### src/rtl/paddle_pkg.sv
`default_nettype none
// ============================================================================
// Module   : paddle_pkg
// Purpose  : Shared mode encoding, constants and output expansion for paddle_ctrl.
// Revision : 1.0
// ============================================================================
package paddle_pkg;

    typedef enum logic [2:0] {
        PM_Y       = 3'd0,
        PM_X       = 3'd1,
        PM_INVX    = 3'd2,
        PM_PADDLE  = 3'd3,
        PM_DIGITAL = 3'd4
    } paddle_mode_t;

    localparam logic [7:0] PADDLE_CENTER = 8'h80;

    localparam logic [1:0] DIR_NONE = 2'd0;
    localparam logic [1:0] DIR_UP   = 2'd1;
    localparam logic [1:0] DIR_DOWN = 2'd2;

    // Left-aligned 12-bit expansion; callers shift right to their own width.
    function automatic logic [11:0] paddle_expand(input logic [7:0] v);
        return {v, v[7:4]};
    endfunction

endpackage
`default_nettype wire

### src/rtl/paddle_ch.sv
`default_nettype none
// ============================================================================
// Module   : paddle_ch
// Purpose  : One channel: source mux, digital stepper with acceleration, pos reg.
//            PADDLE_SMOOTH_EN enables a one-frame IIR on modes 0..3.
// Revision : 1.0
// ============================================================================
module paddle_ch
    import paddle_pkg::*;
#(
    parameter int MAX_STEP     = 8,
    parameter int ACCEL_FRAMES = 4
) (
    input  logic       clk_sys,
    input  logic       reset_n,
    input  logic       frame_tick_i,
    input  logic [2:0] mode_i,
    input  logic [7:0] analog_x_i,
    input  logic [7:0] analog_y_i,
    input  logic [7:0] paddle_i,
    input  logic       joy_up_i,
    input  logic       joy_down_i,
    output logic [7:0] pos_o
);

    localparam logic [5:0] STEP_MAX = 6'(MAX_STEP);
    localparam logic [3:0] ACC_LAST = 4'(ACCEL_FRAMES - 1);

    logic [7:0] pos_q,   pos_d;
    logic [5:0] step_q,  step_d;
    logic [3:0] accel_q, accel_d;
    logic [1:0] dir_q,   dir_d;

    logic [7:0] w_target;
    logic       w_held;
    logic [1:0] w_dir_now;
    logic       w_reversal;
    logic [5:0] w_eff_step;
    logic [3:0] w_eff_accel;
    logic [8:0] w_up_diff;
    logic [8:0] w_dn_sum;
    logic [7:0] w_moved;

    always_comb begin
        w_target = analog_y_i + PADDLE_CENTER;
        case (mode_i)
            PM_X:      w_target = analog_x_i + PADDLE_CENTER;
            PM_INVX:   w_target = analog_x_i ^ 8'h7F;
            PM_PADDLE: w_target = paddle_i;
            default:   w_target = analog_y_i + PADDLE_CENTER;
        endcase
    end

    // A direction flip restarts acceleration before this frame's move.
    assign w_held      = joy_up_i ^ joy_down_i;
    assign w_dir_now   = joy_up_i ? DIR_UP : DIR_DOWN;
    assign w_reversal  = (dir_q != DIR_NONE) && (dir_q != w_dir_now);
    assign w_eff_step  = w_reversal ? 6'd1 : step_q;
    assign w_eff_accel = w_reversal ? 4'd0 : accel_q;
    assign w_up_diff   = {1'b0, pos_q} - {3'b000, w_eff_step};
    assign w_dn_sum    = {1'b0, pos_q} + {3'b000, w_eff_step};
    assign w_moved     = joy_up_i ? (w_up_diff[8] ? 8'h00 : w_up_diff[7:0])
                                  : (w_dn_sum[8]  ? 8'hFF : w_dn_sum[7:0]);

`ifdef PADDLE_SMOOTH_EN
    logic [8:0] w_smooth;
    assign w_smooth = {1'b0, pos_q} + {1'b0, w_target} + 9'd1;
`endif

    always_comb begin
        pos_d   = pos_q;
        step_d  = step_q;
        accel_d = accel_q;
        dir_d   = dir_q;
        if (frame_tick_i) begin
            if (mode_i == PM_DIGITAL) begin
                if (w_held) begin
                    pos_d = w_moved;
                    dir_d = w_dir_now;
                    if (w_eff_accel == ACC_LAST) begin
                        accel_d = 4'd0;
                        step_d  = (w_eff_step >= STEP_MAX) ? STEP_MAX : w_eff_step + 6'd1;
                    end else begin
                        accel_d = w_eff_accel + 4'd1;
                        step_d  = w_eff_step;
                    end
                end else begin
                    step_d  = 6'd1;
                    accel_d = 4'd0;
                    dir_d   = DIR_NONE;
                end
            end else begin
`ifdef PADDLE_SMOOTH_EN
                pos_d   = w_smooth[8:1];
`else
                pos_d   = w_target;
`endif
                step_d  = 6'd1;
                accel_d = 4'd0;
                dir_d   = DIR_NONE;
            end
        end
    end

    always_ff @(posedge clk_sys or negedge reset_n) begin
        if (!reset_n) begin
            pos_q   <= PADDLE_CENTER;
            step_q  <= 6'd1;
            accel_q <= 4'd0;
            dir_q   <= DIR_NONE;
        end else begin
            pos_q   <= pos_d;
            step_q  <= step_d;
            accel_q <= accel_d;
            dir_q   <= dir_d;
        end
    end

    assign pos_o = pos_q;

endmodule
`default_nettype wire

### src/rtl/paddle_ctrl.sv
`default_nettype none
// ============================================================================
// Module   : paddle_ctrl
// Purpose  : Multi-channel paddle conditioner, updated once per frame on vblank rise.
//            Optional smoothing via PADDLE_SMOOTH_EN (in paddle_ch).
// Revision : 1.0
// ============================================================================
module paddle_ctrl
    import paddle_pkg::*;
#(
    parameter int NUM_CH       = 2,
    parameter int OUT_W        = 8,
    parameter int MAX_STEP     = 8,
    parameter int ACCEL_FRAMES = 4
) (
    input  logic                    clk_sys,
    input  logic                    reset_n,
    input  logic                    vblank,
    input  logic [3*NUM_CH-1:0]     mode,
    input  logic [8*NUM_CH-1:0]     analog_x,
    input  logic [8*NUM_CH-1:0]     analog_y,
    input  logic [8*NUM_CH-1:0]     paddle,
    input  logic [NUM_CH-1:0]       joy_up,
    input  logic [NUM_CH-1:0]       joy_down,
    output logic [OUT_W*NUM_CH-1:0] pos_out,
    output logic                    pos_valid
);

    logic vblank_q;
    logic pos_valid_q;
    logic w_frame_tick;

    assign w_frame_tick = vblank & ~vblank_q;

    always_ff @(posedge clk_sys or negedge reset_n) begin
        if (!reset_n) begin
            vblank_q    <= 1'b0;
            pos_valid_q <= 1'b0;
        end else begin
            vblank_q    <= vblank;
            pos_valid_q <= w_frame_tick;
        end
    end

    assign pos_valid = pos_valid_q;

    for (genvar g = 0; g < NUM_CH; g++) begin : g_ch
        logic [7:0] w_pos;

        paddle_ch #(
            .MAX_STEP     (MAX_STEP),
            .ACCEL_FRAMES (ACCEL_FRAMES)
        ) u_ch (
            .clk_sys      (clk_sys),
            .reset_n      (reset_n),
            .frame_tick_i (w_frame_tick),
            .mode_i       (mode[3*g +: 3]),
            .analog_x_i   (analog_x[8*g +: 8]),
            .analog_y_i   (analog_y[8*g +: 8]),
            .paddle_i     (paddle[8*g +: 8]),
            .joy_up_i     (joy_up[g]),
            .joy_down_i   (joy_down[g]),
            .pos_o        (w_pos)
        );

        assign pos_out[OUT_W*g +: OUT_W] = OUT_W'(paddle_expand(w_pos) >> (12 - OUT_W));
    end

endmodule
`default_nettype wire
### config.mk
export PLATFORM = sky130hd
export DESIGN_NAME = paddle_ctrl
export DESIGN_NICKNAME = d
export VERILOG_FILES = /design/src/rtl/paddle_pkg.sv /design/src/rtl/paddle_ch.sv /design/src/rtl/paddle_ctrl.sv
export SDC_FILE = /design/constraint.sdc
export NUM_CORES = 1
export LEC_CHECK = 0
export ABC_AREA = 1
export BUFFER_PORTS_ARGS = -buffer_cell sky130_fd_sc_hd__buf_2
export CELL_PAD_IN_SITES_DETAIL_PLACEMENT = 1
export CELL_PAD_IN_SITES_GLOBAL_PLACEMENT = 2
export CORE_MARGIN = 3
export CORE_UTILIZATION = 31
export DETAILED_ROUTE_END_ITERATION = 10
export GPL_TIMING_DRIVEN = 0
export PLACE_DENSITY_LB_ADDON = 0.1
export SETUP_SLACK_MARGIN = 0.1
export SLEW_MARGIN = 30
export SYNTH_ARGS = -nofsm -noshare
export SYNTH_HDL_FRONTEND = slang
export SYNTH_SLANG_ARGS = --single-unit
### constraint.sdc
create_clock -name clk_sys -period 3.2 [get_ports clk_sys]
set_input_delay 0.16 -clock clk_sys [delete_from_list [all_inputs] [get_ports clk_sys]]
set_output_delay 0.16 -clock clk_sys [all_outputs]
set_load 0.1 [all_outputs]
==> key figures, run 1 <==
Place
  – DP Wirelength: around 12 mm
  – DP Cell Count: 873
  – Placed Area: just under 5000 sq um
  – Routability cong.: 0.818
  – PortBufs: 77
  – Worst slack, placed: around 0.5 ns

GRT
  – Number of global-route vias before repair: 4,695
  – Pin count of the biggest net entering global routing: 43
  – Global route overflow: 0
  – Antenna violations before repair: 0
  – Total GRT Usage: 0.202
  – First-pass GRT wire length: approximately 24 mm

Synthesis
  – Syn Area/Cell: about 6.7 sq um
  – Post-synth top flop: dfrtp_1
  – Top-count cell post-synth: nand2_1
  – Yosys reg bits: 42
  – Most instantiated cells after synthesis: nand2_1, inv_1, nand3_1
  – Mapped Cells: roughly 620
  – Ys Warns: 0
  – Asr flop ratio synth: 1.00
  – Syn Std Cell Area: approximately 4200 sq um
  – Yosys top cell area share: 0.226
  – Register area share after synthesis: 0.251
  – Area leader, netlist: dfrtp_1
  – Number of flops mapped to enable cells by yosys: 0
  – Cell variety after synth: 50
  – Mapped Nets: about 700
  – Synth area leaders: dfrtp_1, nand2_1, ha_1

Clock network
  – Clock Pin Slew Worst Setup and Hold Paths: approximately 0.070 ns
  – Sink Count: 42
  – Worst-Skew Late Latency: about 0.3 ns
  – Cts bufs inserted: 5
  – CTS max path bufs: 2
  – CTS tree: yes
  – Root Buffer: clkbuf_16
  – H-tree lvl count: 2

Drt
  – Drt total wl: 14.6 mm
  – DRT iter0 DRCs: 170
  – DR vias: 4,484
  – Drt via density: around 5.1
  – Wire per inst: approximately 17 um
  – DR pass1 iterations: 4
  – DRC viols: 0
  – Detail Route Antenna Nets: 0

Run status
  – Status: finished clean

Timing
  – RSZ-0062 raised after global routing: false
  – Max Freq: ~0.36 GHz
  – TNS Setup: 0 ns
  – Slew Limit Fails: 0
  – Final Skew: 0.0111 ns
  – Setup ws final: about 0.46 ns
  – Worst slew pin tran: roughly 0.66 ns
  – Fin. Hold Viols: 0
  – Final setup violating endpoints: 0
  – Tcrit/Tclk final: 0.856
  – Tmin final: between 2 and 3 ns
  – Hold_ws: approximately 0.25 ns
  – Worst slew margin: 0.560

Setup path
  – Crit Reg-Reg Startpoint: g_ch[0].u_ch.dir_q[1]
  – Crit-path max FO: 8
  – CP Data Arrival Time: just under 3 ns
  – CP endpoint kind: flop
  – Cell depth of the worst flop-to-flop path: 19
  – Startpoint types: flop
  – Setup Crit Path Kind: flop to flop
  – Reg2reg setup slack: about 0.46 ns
  – RR Endpoint: g_ch[0].u_ch.pos_o[7]
  – CP required: 3.44 ns

Floorplanning
  – Site row count: between 40 and 50
  – IO Pins: approximately 80
  – Die Wd: about 120 um
  – Initial core utilization: 0.325
  – Core Region: around 13,000 sq um
  – Die Ht: between 100 and 150 um
  – Die Area: about 15,000 sq um

Layout
  – Non-filler instance count after layout: 883
  – Ant diodes: 0
  – Design Area, Final: 4980 sq um
  – Share of post-route cells with drive strength above 1: 0.217
  – # nets final: roughly 800
  – Fin util: 0.385
  – Area delta synth->final: 18.4%

Pwr
  – Switching portion of total power: 0.477
  – Pwr Total: between 2 and 2.5 mW
  – Switch Pwr: 1.06 mW
  – IR drop worst, VDD: between 0.3 and 0.4 mV
  – Leakage power: 2.50 nW
  – Clock power share: 0.244
  – Combinational share of power: 0.464
  – Sequential Power Share: 0.293
  – Cell Pwr Density: 445 nW/um^2
  – Pint: roughly 1.2 mW

Hold path
  – Hold Path Depth: 4
  – Worst hold start: mode[0]
  – Hold crit path type: primary input to flop
  – Hold Path Sink: g_ch[0].u_ch.pos_o[0]

Job
  – Max-Cap Viols: 0
## worst max-delay path, cell delays in order (launching register included)
cell     delay, ns
dfrtp_1       0.38
nand2_1       0.10
nand2_4       0.12
nor2_1        0.14
inv_1         0.15
ha_1          0.25
fa_1          0.36
inv_1         0.13
nand3_1       0.10
nand2_1       0.10
nand4_1       0.11
nand2_1       0.10
nand2_1       0.13
inv_2         0.14
nand2_1       0.06
nor2_1        0.08
nor2_1        0.04
nand2_1       0.09
nand2_1       0.05
nand2_1       0.06
## cells by family (layout without fill, tap and decap cells)
group | after synthesis | in the layout | share of synthesized area
buffers and inverters | 105 | 192 | 0.104
adders and majority gates | 28 | 28 | 0.0869
xor gates and xnor gates | 10 | 10 | 0.0208
and+or+nand+nor | 315 | 315 | 0.357
AOI/OAI and AO/OA | 124 | 124 | 0.180
DFF | 42 | 42 | 0.251
## worst max path at each step
stage / startpoint / to / depth (start not counted)
finish: g_ch[0].u_ch.dir_q[1] / g_ch[0].u_ch.pos_o[7] / 19
global route: g_ch[1].u_ch.dir_q[1] / g_ch[1].u_ch.pos_o[4] / 15
CTS: g_ch[0].u_ch.dir_q[1] / g_ch[0].u_ch.pos_o[7] / 19
detailed placement: g_ch[0].u_ch.dir_q[1] / g_ch[0].u_ch.pos_o[7] / 19
global placement: g_ch[0].u_ch.dir_q[1] / g_ch[0].u_ch.pos_o[7] / 19
floorplan: g_ch[0].u_ch.pos_o[0] / g_ch[0].u_ch.pos_o[1] / 13
## layout by cell type, fill, tap and decap left out, types with 9 or more instances in the layout
cell type	n
nand2_1	158
nand3_1	54
inv_1	83
buf_2	84
a21oi_1	45
o21ai_0	25
dfrtp_1	38
nand2_2	9
nand4_1	14
ha_1	26
nor2_1	41
## final cells by class
class	count	area, sq um
clock buffers	5	125
plain buffers	16	103
fillers	1750	7950
well taps	172	215
clock inverters	3	25.0
flip-flops and latches	42	1060
inverters	89	334
repair buffers	79	408
multi-input cells	477	2710
## state kept, by name, indices dropped and copies added (netlist names)
signal,flops
g_ch.u_ch.dir_q,4
g_ch.u_ch.accel_q,8
vblank_q,1
g_ch.u_ch.pos_o,16
g_ch.u_ch.step_q,12
pos_valid,1
## power groups by stage
stage	Clock, mW	Combinational [mW]	Sequential [mW]
after CTS	0.561	1.03	0.649
after floorplan	0	0.504	0.906
after global routing	0.570	1.14	0.657
final	0.540	1.03	0.648
after detailed placement	0	1.03	0.658
after global placement	0	1.01	0.656
## routing by layer
metal  vias up  part of all wire  track usage
li1       2255                 -            -
met1      2157              0.50        0.287
met2        65              0.46        0.328
met3         7             0.031       0.0300
met4         0            0.0085       0.0420
met5         -                 0            0
## what timing repair did
item / in CTS / in global routing
resized for setup: 0 / 0
buffers inserted: 0 / 0
hold endpoints to repair: 39 / 0
hold buffers: 2 / 0
No activity file was read; power rests on OpenSTA's default activity.
==> run 2: changes to the inputs <==
--- a/config.mk
+++ b/config.mk
@@ -10,11 +10,13 @@
 export CELL_PAD_IN_SITES_DETAIL_PLACEMENT = 1
 export CELL_PAD_IN_SITES_GLOBAL_PLACEMENT = 2
 export CORE_MARGIN = 3
-export CORE_UTILIZATION = 31
+export CORE_UTILIZATION = 32
+export CTS_BUF_LIST = sky130_fd_sc_hd__clkbuf_4 sky130_fd_sc_hd__clkbuf_8
 export DETAILED_ROUTE_END_ITERATION = 10
 export GPL_TIMING_DRIVEN = 0
 export PLACE_DENSITY_LB_ADDON = 0.1
 export SETUP_SLACK_MARGIN = 0.1
+export SKIP_LAST_GASP = 1
 export SLEW_MARGIN = 30
 export SYNTH_ARGS = -nofsm -noshare
 export SYNTH_HDL_FRONTEND = slang
==> key figures, run 2 (synthesis gave the netlist of run 1 again) <==
Run status
  – Status: finished clean (unchanged)

Layout
  – # nets final: 799 (unchanged)
  – Area delta synth->final: 17.1% (was 18.4%)
  – Commonest non-fill, non-tap cell in the layout: nand2_1 (unchanged)
  – Most frequent cells in the layout: nand2_1, buf_2, inv_1, nand3_1, a21oi_1 (unchanged)
  – Non-filler instance count after layout: 883 (unchanged)
  – Design Area, Final: 4920 sq um (was 4980 sq um)
  – Max reg flops: 16 (unchanged)
  – Fillers: 1,732 (was 1,750)
  – Ant diodes: 0 (unchanged)
  – Fin util: 0.387 (was 0.385)
  – Share of post-route cells with drive strength above 1: 0.217 (unchanged)

Setup path
  – Cell depth of the worst flop-to-flop path: 15 (was 19)
  – Startpoint types: flop (unchanged)
  – Crit-path max FO: 8 (unchanged)
  – CP Data Arrival Time: 2.89 ns (was 2.98 ns)
  – CP required: 3.39 ns (was 3.44 ns)
  – Setup Crit Path Kind: flop to flop (unchanged)
  – CP endpoint kind: flop (unchanged)

Clock network
  – Setup Buffers After CTS: 0 (unchanged)
  – H-tree lvl count: 2 (unchanged)
  – CTS tree: yes (unchanged)
  – Clock Pin Slew Worst Setup and Hold Paths: 0.09 ns (was 0.07 ns)
  – Worst-Skew Late Latency: 0.31 ns (was 0.30 ns)
  – Sink Count: 42 (unchanged)
  – Root Buffer: clkbuf_8 (was clkbuf_16)
  – CTS max path bufs: 2 (unchanged)
  – Cts bufs inserted: 5 (unchanged)

Place
  – PortBufs: 77 (unchanged)
  – DP Wirelength: 11.5 mm (was 11.9 mm)
  – DP Cell Count: 873 (unchanged)
  – Placed Area: 4810 sq um (unchanged)
  – Routability cong.: 0.843 (was 0.818)

Pwr
  – Pwr Total: 2.05 mW (was 2.21 mW)
  – Cell Pwr Density: 416 nW/um^2 (was 445 nW/um^2)
  – Leakage power: 2.48 nW (was 2.50 nW)
  – IR drop worst, VDD: 0.160 mV (was 0.302 mV)

GRT
  – First-pass GRT wire length: 23.9 mm (was 24.1 mm)
  – Pin count of the biggest net entering global routing: 43 (unchanged)
  – Total GRT Usage: 0.203 (was 0.202)
  – Antenna violations before repair: 0 (unchanged)
  – Global route overflow: 0 (unchanged)
  – Number of global-route vias before repair: 4,745 (was 4,695)

Floorplanning
  – Die Area: 14,500 sq um (was 15,000 sq um)
  – Die Ht: 121 um (was 122 um)
  – Die Wd: 121 um (was 122 um)
  – Site row count: 41 (unchanged)
  – IO Pins: 78 (unchanged)
  – Core Region: 12,700 sq um (was 12,900 sq um)
  – Initial core utilization: 0.330 (was 0.325)

Timing
  – TNS Setup: 0 ns (unchanged)
  – Worst slew margin: 0.610 (was 0.560)
  – Tcrit/Tclk final: 0.846 (was 0.856)
  – Final setup violating endpoints: 0 (unchanged)
  – Slew Limit Fails: 0 (unchanged)
  – Fin. Hold Viols: 0 (unchanged)
  – Final Skew: 0.0109 ns (was 0.0111 ns)
  – RSZ-0062 raised after global routing: false (unchanged)
  – Tmin final: 2.71 ns (was 2.74 ns)
  – Max Freq: 0.369 GHz (was 0.365 GHz)
  – Worst slew pin tran: 0.585 ns (was 0.660 ns)

Drt
  – DR pass1 iterations: 4 (unchanged)
  – Drt total wl: 14.2 mm (was 14.6 mm)
  – DRC viols: 0 (unchanged)
  – Detail Route Antenna Nets: 0 (unchanged)
  – Wire per inst: 16.1 um (was 16.5 um)
  – DR vias: 4,532 (was 4,484)
  – Drt via density: 5.13 (was 5.08)
  – DRT iter0 DRCs: 171 (was 170)

Hold path
  – Hold crit path type: primary input to flop (unchanged)
  – Hold Path Depth: 4 (unchanged)

Job
  – Max-Cap Viols: 0 (unchanged)
-- run 2: cell count changes in the layout (fill, tap and decap cells not counted), sizes merged --
cell / before / now
clkbuf: 8 / 9
inv: 90 / 89
clkinvlp: 1 / 0
clkinv: 1 / 2
-- run 2: critical path, cell delays in order (launching register included) --
cell and delay [ns]:
dfrtp_1 0.39, nand2_1 0.10, nand2_4 0.11, nor2_1 0.31
inv_1 0.14, ha_1 0.31, buf_6 0.14, a21oi_1 0.17
and3_1 0.20, nand2_1 0.08, nand2_1 0.15, inv_2 0.10
a21oi_1 0.16, nand2_1 0.07, nand2_1 0.05, o21ai_0 0.09
-- run 2: final timing paths --
kind                       slack [ns]                       to              startpoint
max                              0.49    g_ch[0].u_ch.pos_o[6]   g_ch[0].u_ch.dir_q[1]
min                              0.22    g_ch[0].u_ch.pos_o[0]                 mode[0]
max reg2reg                      0.49    g_ch[0].u_ch.pos_o[6]   g_ch[0].u_ch.dir_q[1]
min reg2reg                      0.49   g_ch[0].u_ch.step_q[5]  g_ch[0].u_ch.step_q[5]
max in group asynchronous        2.40    g_ch[1].u_ch.pos_o[6]                 reset_n
min in group asynchronous        0.39  g_ch[0].u_ch.accel_q[1]                 reset_n
-- run 2: per-stage QoR --
step | hold slack [ns] | setup slack (ns)
floorplan | -0.136 | 0.561
detailed placement | 0.217 | 0.496
global route | 0.222 | 0.132
global placement | 0.284 | 0.529
finish | 0.220 | 0.492
CTS | 0.202 | 0.432
-- run 2: what timing repair did --
| item | CTS | global route |
|---|---|---|
| hold endpoints to repair | 39 | 0 |
| resized for setup | 0 | 1 |
| endpoints found under the setup margin | 0 | 1 |
| hold buffers | 2 | 0 |
-- run 2: per-layer routing --
metal | wire (um) | share of wire | global-route usage
met1 | 7190 | 0.50 | 0.289
met2 | 6310 | 0.44 | 0.326
met3 | 564 | 0.040 | 0.0323
met4 | 166 | 0.012 | 0.0432
met5 | 0 | 0 | 0
-- run 2: final cells by class --
cell class                      count  area [sq um]  area share
Buffer                             16           103      0.0208
Clock buffer                        6          76.3      0.0155
Clock inverter                      2          13.8     0.00280
Inverter                           89           334      0.0679
Multi-Input combinational cell    477          2720       0.552
Sequential cell                    42          1060       0.214
Tap cell                          172           215      0.0437
Timing Repair Buffer               79           408      0.0828
-- run 2: where the power goes --
part	total (mW)	switching [mW]	internal [mW]
Sequential	0.644	0.0690	0.575
Clock	0.370	0.207	0.163
Combinational	1.04	0.746	0.291
